### config.mk
export PLATFORM = sky130hd
export DESIGN_NAME = freq_meter_flat
export DESIGN_NICKNAME = d
export VERILOG_FILES = /design/src/rtl/freq_meter_pkg.sv /design/src/rtl/freq_meter_if.sv /design/src/rtl/freq_meter_sig_sync_edge.sv /design/src/rtl/freq_meter.sv /design/src/flat_wrapper.sv
export SDC_FILE = /design/constraint.sdc
export NUM_CORES = 1
export LEC_CHECK = 0
export ABC_AREA = 1
export CELL_PAD_IN_SITES_DETAIL_PLACEMENT = 1
export CELL_PAD_IN_SITES_GLOBAL_PLACEMENT = 1
export CORE_ASPECT_RATIO = 1.4
export CORE_UTILIZATION = 35
export CTS_CLUSTER_DIAMETER = 100
export DETAILED_ROUTE_END_ITERATION = 7
export PLACE_DENSITY = 0.74
export SYNTH_ARGS = -nofsm -noshare
export SYNTH_HDL_FRONTEND = slang
export SYNTH_SLANG_ARGS = --single-unit
### constraint.sdc
create_clock -name clk_12MHz -period 3.54 [get_ports clk_12MHz]
set_input_delay 0.531 -clock clk_12MHz [delete_from_list [all_inputs] [get_ports clk_12MHz]]
set_output_delay 0.531 -clock clk_12MHz [all_outputs]
set_load 0.03 [all_outputs]
### src/rtl/freq_meter_pkg.sv
// Shared definitions for the frequency/period meter.
// Holds the FSM encoding, the system clock rate and the mode codes.
package freq_meter_pkg;

    localparam int   CLK_HZ      = 12_000_000;
    localparam logic MODE_FREQ   = 1'b0;
    localparam logic MODE_PERIOD = 1'b1;

    typedef enum logic [1:0] {
        IDLE = 2'b00,
        ARM  = 2'b01,
        MEAS = 2'b10
    } state_t;

endpackage

### src/rtl/freq_meter_if.sv
// Control/result bundle of the frequency meter.
// The master side requests measurements; the slave side (the meter) reports results.
interface freq_meter_if #(
    parameter int CNT_W = 24
);
    logic             start;
    logic             mode;
    logic             abort;
    logic             busy;
    logic [CNT_W-1:0] result;
    logic             result_valid;
    logic             overflow;
    logic             timeout;

    modport master (
        output start, mode, abort,
        input  busy, result, result_valid, overflow, timeout
    );

    modport slave (
        input  start, mode, abort,
        output busy, result, result_valid, overflow, timeout
    );
endinterface

### src/rtl/freq_meter_sig_sync_edge.sv
// Brings an asynchronous signal into the clk_12MHz domain and flags its rising edges.
// Pulses last one clock and trail the input rise by two to three clocks.
module freq_meter_sig_sync_edge (
    input  logic clk_12MHz,
    input  logic reset,
    input  logic sig_i,
    output logic edge_o
);
    logic [2:0] sync_q;

    always_ff @(posedge clk_12MHz or negedge reset) begin
        if (!reset) begin
            sync_q <= '0;
        end else begin
            sync_q <= {sync_q[1:0], sig_i};
        end
    end

    // Stage 1 may be metastable; only stages 2 and 3 feed logic.
    assign edge_o = sync_q[1] & ~sync_q[2];

endmodule

### src/rtl/freq_meter.sv
// Frequency/period meter: counts input edges in a gate window, or times one input period.
// The result and its flags hold until the next completed measurement.
module freq_meter
    import freq_meter_pkg::*;
#(
    parameter int CNT_W          = 24,
    parameter int GATE_CYCLES    = CLK_HZ,
    parameter int TIMEOUT_CYCLES = CLK_HZ
) (
    input  logic        clk_12MHz,
    input  logic        reset,
    input  logic        sig_in_i,
    freq_meter_if.slave bus
);
    // Window timers are sized from their limits so a narrow result still allows long gates.
    localparam int                GATE_W    = $clog2(GATE_CYCLES + 1);
    localparam int                TMO_W     = $clog2(TIMEOUT_CYCLES + 1);
    localparam logic [GATE_W-1:0] GATE_LAST = GATE_W'(GATE_CYCLES);
    localparam logic [TMO_W-1:0]  TMO_LIMIT = TMO_W'(TIMEOUT_CYCLES);

    state_t            state_q, state_d;
    logic              mode_q, mode_d;
    logic [GATE_W-1:0] gateCnt_q, gateCnt_d;
    logic [TMO_W-1:0]  tmoCnt_q, tmoCnt_d;
    logic [CNT_W-1:0]  edgeCnt_q, edgeCnt_d;
    logic [CNT_W-1:0]  perCnt_q, perCnt_d;
    logic              ovf_q, ovf_d;
    logic [CNT_W-1:0]  result_q, result_d;
    logic              overflow_q, overflow_d;
    logic              timeout_q, timeout_d;
    logic              valid_q, valid_d;

    logic              sigEdge;
    logic [CNT_W-1:0]  edgeNext;
    logic              ovfNext;
    logic [TMO_W-1:0]  tmoNext;
    logic              tmoHit;
    logic              perSat;

    freq_meter_sig_sync_edge uSync (
        .clk_12MHz (clk_12MHz),
        .reset     (reset),
        .sig_i     (sig_in_i),
        .edge_o    (sigEdge)
    );

    assign edgeNext = (sigEdge && !(&edgeCnt_q)) ? edgeCnt_q + CNT_W'(1) : edgeCnt_q;
    assign ovfNext  = ovf_q | (sigEdge & (&edgeCnt_q));
    assign tmoNext  = tmoCnt_q + TMO_W'(1);
    assign tmoHit   = (tmoNext == TMO_LIMIT);
    assign perSat   = &perCnt_q;

    always_ff @(posedge clk_12MHz or negedge reset) begin
        if (!reset) begin
            state_q    <= IDLE;
            mode_q     <= MODE_FREQ;
            gateCnt_q  <= '0;
            tmoCnt_q   <= '0;
            edgeCnt_q  <= '0;
            perCnt_q   <= '0;
            ovf_q      <= 1'b0;
            result_q   <= '0;
            overflow_q <= 1'b0;
            timeout_q  <= 1'b0;
            valid_q    <= 1'b0;
        end else begin
            state_q    <= state_d;
            mode_q     <= mode_d;
            gateCnt_q  <= gateCnt_d;
            tmoCnt_q   <= tmoCnt_d;
            edgeCnt_q  <= edgeCnt_d;
            perCnt_q   <= perCnt_d;
            ovf_q      <= ovf_d;
            result_q   <= result_d;
            overflow_q <= overflow_d;
            timeout_q  <= timeout_d;
            valid_q    <= valid_d;
        end
    end

    // Abort is tested first in every busy state so it beats any terminal condition.
    always_comb begin
        state_d    = state_q;
        mode_d     = mode_q;
        gateCnt_d  = gateCnt_q;
        tmoCnt_d   = tmoCnt_q;
        edgeCnt_d  = edgeCnt_q;
        perCnt_d   = perCnt_q;
        ovf_d      = ovf_q;
        result_d   = result_q;
        overflow_d = overflow_q;
        timeout_d  = timeout_q;
        valid_d    = 1'b0;

        unique case (state_q)
            IDLE: begin
                if (bus.start && !bus.abort) begin
                    mode_d    = bus.mode;
                    state_d   = (bus.mode == MODE_PERIOD) ? ARM : MEAS;
                    gateCnt_d = '0;
                    tmoCnt_d  = '0;
                    edgeCnt_d = '0;
                    perCnt_d  = '0;
                    ovf_d     = 1'b0;
                end
            end
            ARM: begin
                if (bus.abort) begin
                    state_d = IDLE;
                end else if (tmoHit) begin
                    result_d   = '0;
                    overflow_d = 1'b0;
                    timeout_d  = 1'b1;
                    valid_d    = 1'b1;
                    state_d    = IDLE;
                end else begin
                    tmoCnt_d = tmoNext;
                    if (sigEdge) begin
                        perCnt_d = CNT_W'(1);
                        state_d  = MEAS;
                    end
                end
            end
            MEAS: begin
                if (bus.abort) begin
                    state_d = IDLE;
                end else if (mode_q == MODE_FREQ) begin
                    // An edge landing in the terminal cycle still belongs to this gate.
                    if (gateCnt_q == GATE_LAST) begin
                        result_d   = edgeNext;
                        overflow_d = ovfNext;
                        timeout_d  = 1'b0;
                        valid_d    = 1'b1;
                        state_d    = IDLE;
                    end else begin
                        gateCnt_d = gateCnt_q + GATE_W'(1);
                        edgeCnt_d = edgeNext;
                        ovf_d     = ovfNext;
                    end
                end else if (sigEdge) begin
                    result_d   = perCnt_q;
                    overflow_d = 1'b0;
                    timeout_d  = 1'b0;
                    valid_d    = 1'b1;
                    state_d    = IDLE;
                end else if (tmoHit || perSat) begin
                    result_d   = '0;
                    overflow_d = 1'b0;
                    timeout_d  = 1'b1;
                    valid_d    = 1'b1;
                    state_d    = IDLE;
                end else begin
                    perCnt_d = perCnt_q + CNT_W'(1);
                    tmoCnt_d = tmoNext;
                end
            end
            default: state_d = IDLE;
        endcase
    end

    assign bus.busy         = (state_q != IDLE);
    assign bus.result       = result_q;
    assign bus.result_valid = valid_q;
    assign bus.overflow     = overflow_q;
    assign bus.timeout      = timeout_q;

endmodule

### src/flat_wrapper.sv
// flat-port wrapper written by rule: the top's interface ports become plain ports
module freq_meter_flat import freq_meter_pkg::*;
#(
    parameter int CNT_W          = 24,
    parameter int GATE_CYCLES    = CLK_HZ,
    parameter int TIMEOUT_CYCLES = CLK_HZ
)
  (clk_12MHz, reset, sig_in_i, bus_start, bus_mode, bus_abort, bus_busy, bus_result, bus_result_valid, bus_overflow, bus_timeout);
  freq_meter_if #(.CNT_W(CNT_W)) bus_i ();
  input  logic clk_12MHz;
  input  logic reset;
  input  logic sig_in_i;
  input wire logic [$bits(bus_i.start)-1:0] bus_start;
  input wire logic [$bits(bus_i.mode)-1:0] bus_mode;
  input wire logic [$bits(bus_i.abort)-1:0] bus_abort;
  output wire logic [$bits(bus_i.busy)-1:0] bus_busy;
  output wire logic [$bits(bus_i.result)-1:0] bus_result;
  output wire logic [$bits(bus_i.result_valid)-1:0] bus_result_valid;
  output wire logic [$bits(bus_i.overflow)-1:0] bus_overflow;
  output wire logic [$bits(bus_i.timeout)-1:0] bus_timeout;
  assign bus_i.start = bus_start;
  assign bus_i.mode = bus_mode;
  assign bus_i.abort = bus_abort;
  assign bus_busy = bus_i.busy;
  assign bus_result = bus_i.result;
  assign bus_result_valid = bus_i.result_valid;
  assign bus_overflow = bus_i.overflow;
  assign bus_timeout = bus_i.timeout;
  freq_meter #(.CNT_W(CNT_W), .GATE_CYCLES(GATE_CYCLES), .TIMEOUT_CYCLES(TIMEOUT_CYCLES)) u_core (.clk_12MHz(clk_12MHz), .reset(reset), .sig_in_i(sig_in_i), .bus(bus_i));
endmodule
## Word-level counts from Yosys, hierarchy flattened

Index checks and enable logic that the tools add are counted.

- Flip-flop bits (word level): 130
- Output and inout bits: 28
- Logic and storage cells: 131
- Input bits: 6

- Add/subtract/negate cells: 4
- Multiplexer cells: 73
- Bitwise operators: 4
- Equality and inequality tests: 20
- Reductions and logical operators: 18

Operator list:

| kind | number |
|---|---|
| 24-bit 2-to-1 mux | 28 |
| 24-bit case mux with 2 select lines | 3 |
| 24-bit case mux with 3 select lines | 2 |
| 24-bit by 1-bit adder with 24-bit output (second input constant) | 4 |
| 24-bit equality test (second input constant) | 2 |
| 24-bit AND reduction | 2 |
| 1-bit 2-to-1 mux | 25 |
| 2-bit 2-to-1 mux | 10 |
| 2-bit inequality test (second input constant) | 7 |
| 9-bit AND reduction | 1 |
| 2-bit by 1-bit inequality test with 1-bit output (second input constant) | 4 |
| 4-bit by 2-bit inequality test with 1-bit output (second input constant) | 2 |
| 1-bit case mux with 2 select lines | 4 |
| 8-bit AND reduction | 1 |
| 2-bit case mux with 3 select lines | 1 |
| 6-bit AND reduction | 1 |
| 2-bit nonzero test | 3 |
| 5-bit inequality test (second input constant) | 1 |
| 5-bit AND reduction | 1 |
| 4-bit inequality test (second input constant) | 1 |
| 4-bit AND reduction | 1 |
| 3-bit by 1-bit inequality test with 1-bit output (second input constant) | 1 |
| 3-bit nonzero test | 1 |
| 1-bit AND | 2 |
| 9 further kinds | 11 |

## Logic depth before layout (Yosys ltp)

- Depth in word-level cells: 8
- Mapped depth: 19
- Depth with buffers taken out: 18

## By module

From an unflattened synthesis, not the netlist that was laid out.

- Cells, all modules: 1237
- Area total of the unflattened synthesis: 8623.3 µm²

Modules (own cells, without submodules):

| module | sequential area each (µm²) | times used | area each (µm²) | cells each |
|---|---|---|---|---|
| freq_meter | 3178.0 | 1 | 8538.2 | 1232 |
| freq_meter_sig_sync_edge | 75.1 | 1 | 85.1 | 5 |

## Least setup slack after synthesis

No wires, ideal clock.

- Path type: register to register
- Start point: reg u_core.tmoCnt_q[1]
- End point: reg u_core.result_q[10] (netlist: u_core.bus.result[10])
- Required time: 3.422 ns
- Arrival time: 2.233 ns
- Period minus slack after synthesis: 2.351 ns
- Setup time: 0.118 ns
- Stages on the path, launching flop included: 18
- Buffers on the path: 1
- Setup slack: 1.189 ns
- Cell sequence: dfrtp_1 ha_1 nand2_1 nor2_4 nand2_2 nor2_2 nand2_1 nand2_1 nand2_1 nor2_1 nand2_1 nor2_1 nand2_2 a21oi_4 nand3_4 buf_6 nand2_1 nand2_1

- Cells in the longest elaborated chain, start to end: 5
- Elaborated cells on any way between the ends: 6
- Those cells by class: add/sub (1); eq/ne (3); reduce/logical (2)

RTL lines:

| element | line | RTL |
|---|---|---|
| from (decl) | freq_meter.sv:24 | `logic [TMO_W-1:0] tmoCnt_q, tmoCnt_d;` |
| from (signal assigned) | freq_meter.sv:70 | `tmoCnt_q <= tmoCnt_d;` |
| 24-bit by 1-bit adder with 24-bit output (*) | freq_meter.sv:49 | `assign tmoNext = tmoCnt_q + TMO_W'(1);` |
| 24-bit equality test (*) | freq_meter.sv:50 | `assign tmoHit = (tmoNext == TMO_LIMIT);` |
| 1-bit logical OR | freq_meter.sv:146 | `end else if (tmoHit \|\| perSat) begin` |
| 4-bit inequality test (no line) | -- |  |
| 6-bit AND reduction (no line) (*) | -- |  |
| to (signal assigned) | freq_meter.sv:74 | `result_q <= result_d;` |
| to (decl) | freq_meter.sv:28 | `logic [CNT_W-1:0] result_q, result_d;` |

Mark *: on every way between the ends. The rest lies on a longest branch, timed or not.
A chain may end at the register's enable or synchronous reset.

## Worst setup path in the final report

- Start point: reg u_core.perCnt_q[0]
- End point: reg u_core.result_q[23] (netlist: u_core.bus.result[23])

- Cells in the longest elaborated chain, start to end: 4

RTL lines:

| element | line | RTL |
|---|---|---|
| from (decl) | freq_meter.sv:26 | `logic [CNT_W-1:0] perCnt_q, perCnt_d;` |
| from (signal assigned) | freq_meter.sv:72 | `perCnt_q <= perCnt_d;` |
| 24-bit AND reduction | freq_meter.sv:51 | `assign perSat = &perCnt_q;` |
| 1-bit logical OR | freq_meter.sv:146 |  |
| 4-bit inequality test (no line) | -- |  |
| 6-bit AND reduction (no line) | -- |  |

No other way between the ends.

==> metrics <==
first-pass GRT wire length=approximately 44,000 µm; setup repair bufs after CTS=0; largest stage delay on the critical path=450 ps; share of cells above drive strength 1=5.41%; Total Wirelength=around 26,000 µm; count of maximum capacitance violations=0; Net count, final=1,282; most instantiated library cell after synthesis=nand2_1; number of clock sinks=130; post-detailed-route DRC marker count=0; register bit total from synthesis=130; power consumption=6.27 mW; cell taking the most area after synthesis=dfrtp_1; Final Cycle Share=just over 90%; worst slack on hold paths=153 ps; root buf cell=clkbuf_16; number of nets produced by synthesis=1,268; number of port buffers=33; leading register cell type out of synthesis=dfrtp_1; initial antenna violation count=0; xor/xnor share of the synthesized area=just over 5%; Final Critical Period=3220 ps; leading cell types by count after synthesis=nand2_1, dfrtp_1, nor2_1, inv_1, o21ai_0; normalized max-slew margin=19.4%; data required time of the worst path=3910 ps; post-synthesis instance area=about 8600 µm²; global router's overall resource usage=22.0%; crit-path most repeated cell=nand2_1; Lkg Pwr=4.08 nW; maximum number of buffers from clock root to sink=2; fraction of the yosys area taken by sequential cells=a little under two fifths; Post-Synth Adder-Cell Area=approximately 1.5%; share of the synthesized area in the top cell type=37.8%; worst vdd ir=0.000396 V; via count of the first global-routing pass=8,796; slowest stage cell, crit path=nand2_2; CTS Buf Count=17; Worst Tran Pin Value=1210 ps; simple-gate portion of the synthesized area=37.2%; Finish-stage setup viols=0; number of inserted diodes=0; Total Die Area=~25,000 µm²; core utilization of the finished layout=40.8%; starting utilization of the core area=35.8%; pin count of the biggest net entering global routing=83; async set-or-reset flop fraction in the synthesized netlist=100%; number of inserted filler cells in the final layout=3,081; DR vias=between 8,000 and 9,000; setup total negative slack=0 ps; cells taking the most area after synthesis=dfrtp_1, nand2_1, o21ai_0; worst hold-check path type=primary input to async pin; average cell area after synthesis=6.87 µm²; number of hold-slack violations in the final timing report=0; remaining global-route overflow=0; number of enable-type register cells in the synthesized netlist=0; IO Count=34; Area Growth Syn to Fin=14.0%; biggest fanout along the worst timing path=26; number of detailed-routing iterations run before antenna repair=5; Distinct cells, synth=between 40 and 50; post-detail-place hpwl=19,200 µm; Critical Path End Type=flop; final clock skew=11.7 ps; cells along the critical path=ha_1, nand2_1, nor2_1, nand2_1, nor2_1, nand2_1, nor2_1, inv_1, nor3_1, nand4_1, nand3_1, nand2_1, nand2_2, nand3_1, nand2_1; CP Buf/Inv Count=1; Placer Congestion=between 0.8 and 0.9; # H-tree levels=4; gate family responsible for the most delay along the worst path=simple AND/OR/NAND/NOR gates; clock tree from TritonCTS=yes; routed len/inst=16.6 µm; Yosys Warn Count=0; Cell Rows=67; worst setup path category=flop to flop; synthesized instance count=1,252; CP Data Arrival Time=3590 ps; Critical Path Start Type=flop; unrepaired setup endpoints after global routing=no; overall die width=135 µm; vertical extent of the die=188 µm; Pwr Density=639 nW/µm²; post-DR vias/cell=between 5 and 6; multiplexer share of the synthesized area=0%; largest family of logic cells by synthesized area=simple AND/OR/NAND/NOR gates; placeable core region=24,100 µm²; outcome=completed; compound-cell area share of the yosys netlist=10.7%; fmax=0.310 GHz; register clock-pin slew on the reported worst setup and hold paths=~60 ps; Routed Antenna Nets=0; clock latency on the worst-skew pair=440 ps; Max Slew Vio Count=0; initial drt markers=slightly below 400
state kept, by name, indices dropped and copies added (netlist names):
name	flops
u_core.bus.overflow	1
u_core.bus.result	24
u_core.bus.result_valid	1
u_core.bus.timeout	1
u_core.edgeCnt_q	24
u_core.gateCnt_q	24
u_core.mode_q	1
u_core.ovf_q	1
u_core.perCnt_q	24
u_core.state_q	2
u_core.tmoCnt_q	24
u_core.uSync.sync_q	3
final timing paths:
| check | slack (ps) | endpoint | cells after the start | start |
|---|---|---|---|---|
| max | 320 | u_core.bus.result[23] | 15 | u_core.perCnt_q[0] |
| min | 150 | u_core.bus.result[11] | 1 | reset |
| max reg2reg | 320 | u_core.bus.result[23] | 15 | u_core.perCnt_q[0] |
| min reg2reg | 350 | u_core.uSync.sync_q[1] | 0 | u_core.uSync.sync_q[0] |
| max in group asynchronous | 2650 | u_core.gateCnt_q[16] | 2 | reset |
| min in group clk_12MHz | 350 | u_core.uSync.sync_q[1] | 0 | u_core.uSync.sync_q[0] |
metal layers:
metal | track usage, % | vias to the layer above | routed length (µm)
li1 | - | 4149 | -
met1 | 24.6 | 4168 | 11100
met2 | 40.8 | 101 | 13900
met3 | 3.38 | 49 | 497
met4 | 9.16 | 0 | 853
met5 | 0 | - | 0
cells by family after synthesis:
kind of cell             count (synthesis)
flip-flops                             130
AND/OR/NAND/NOR                        735
XOR/XNOR                                51
buffers and inverters                  161
AO/OA/AOI/OAI                          165
adder cells (fa/ha/maj)                 10
where the power goes:
part           internal (mW)  total (mW)  switching [mW]
clock network           1.16        1.83           0.665
logic                  0.712        2.45            1.74
registers               1.75        2.00           0.244
total                   3.63        6.27            2.64
cells in the final DEF, fill, tap and decap left out, types with 2 or more instances in the layout:
master	Yosys	routed
a211oi_1	2	2
a21oi_1	32	31
and3_1	2	2
buf_12	0	2
buf_4	2	13
bufinv_16	0	3
clkbuf_16	0	17
clkbuf_8	0	4
clkdlybuf4s50_1	0	32
clkinv_1	2	2
clkinv_2	0	3
dfrtp_1	130	130
ha_1	10	10
inv_1	105	105
nand2_1	398	398
nand2_2	9	9
nand3_1	85	85
nand3_4	1	2
nand3b_1	6	6
nand4_1	58	58
nor2_1	116	116
nor2_2	5	5
nor2_4	3	3
nor3_1	37	37
nor3b_1	3	3
nor4_1	7	7
o21ai_0	88	88
o21ai_1	6	6
o22ai_1	15	15
o31ai_1	15	15
or2_2	2	2
xnor2_1	12	12
xor2_1	39	39
final cells by class:
cell class / instances / area [µm²] / share of cell area (%)
clock buffer: 22 / 484 / 4.94
clock inverter: 6 / 105 / 1.07
inverter: 108 / 405 / 4.13
multi-input combinational: 961 / 4700 / 48.0
sequential: 130 / 3250 / 33.2
tap: 310 / 388 / 3.95
timing repair buffer: 48 / 469 / 4.78
per-stage QoR:
step | area (µm²) | worst slack (ps) | cells
after floorplan | 8600 | 1190 | 1252
after global placement | 9210 | 479 | 1557
after detailed placement | 9210 | 357 | 1557
after CTS | 9800 | 284 | 1585
after global routing | 9810 | 12.5 | 1585
final | 9810 | 315 | 1585
repair_timing:
| action | in CTS | in global routing |
|---|---|---|
| hold buffers | 0 | 0 |
| gates resized for setup | 0 | 1 |
| endpoints found under the setup margin | 0 | 15 |
No activity file was read; power rests on OpenSTA's default activity.
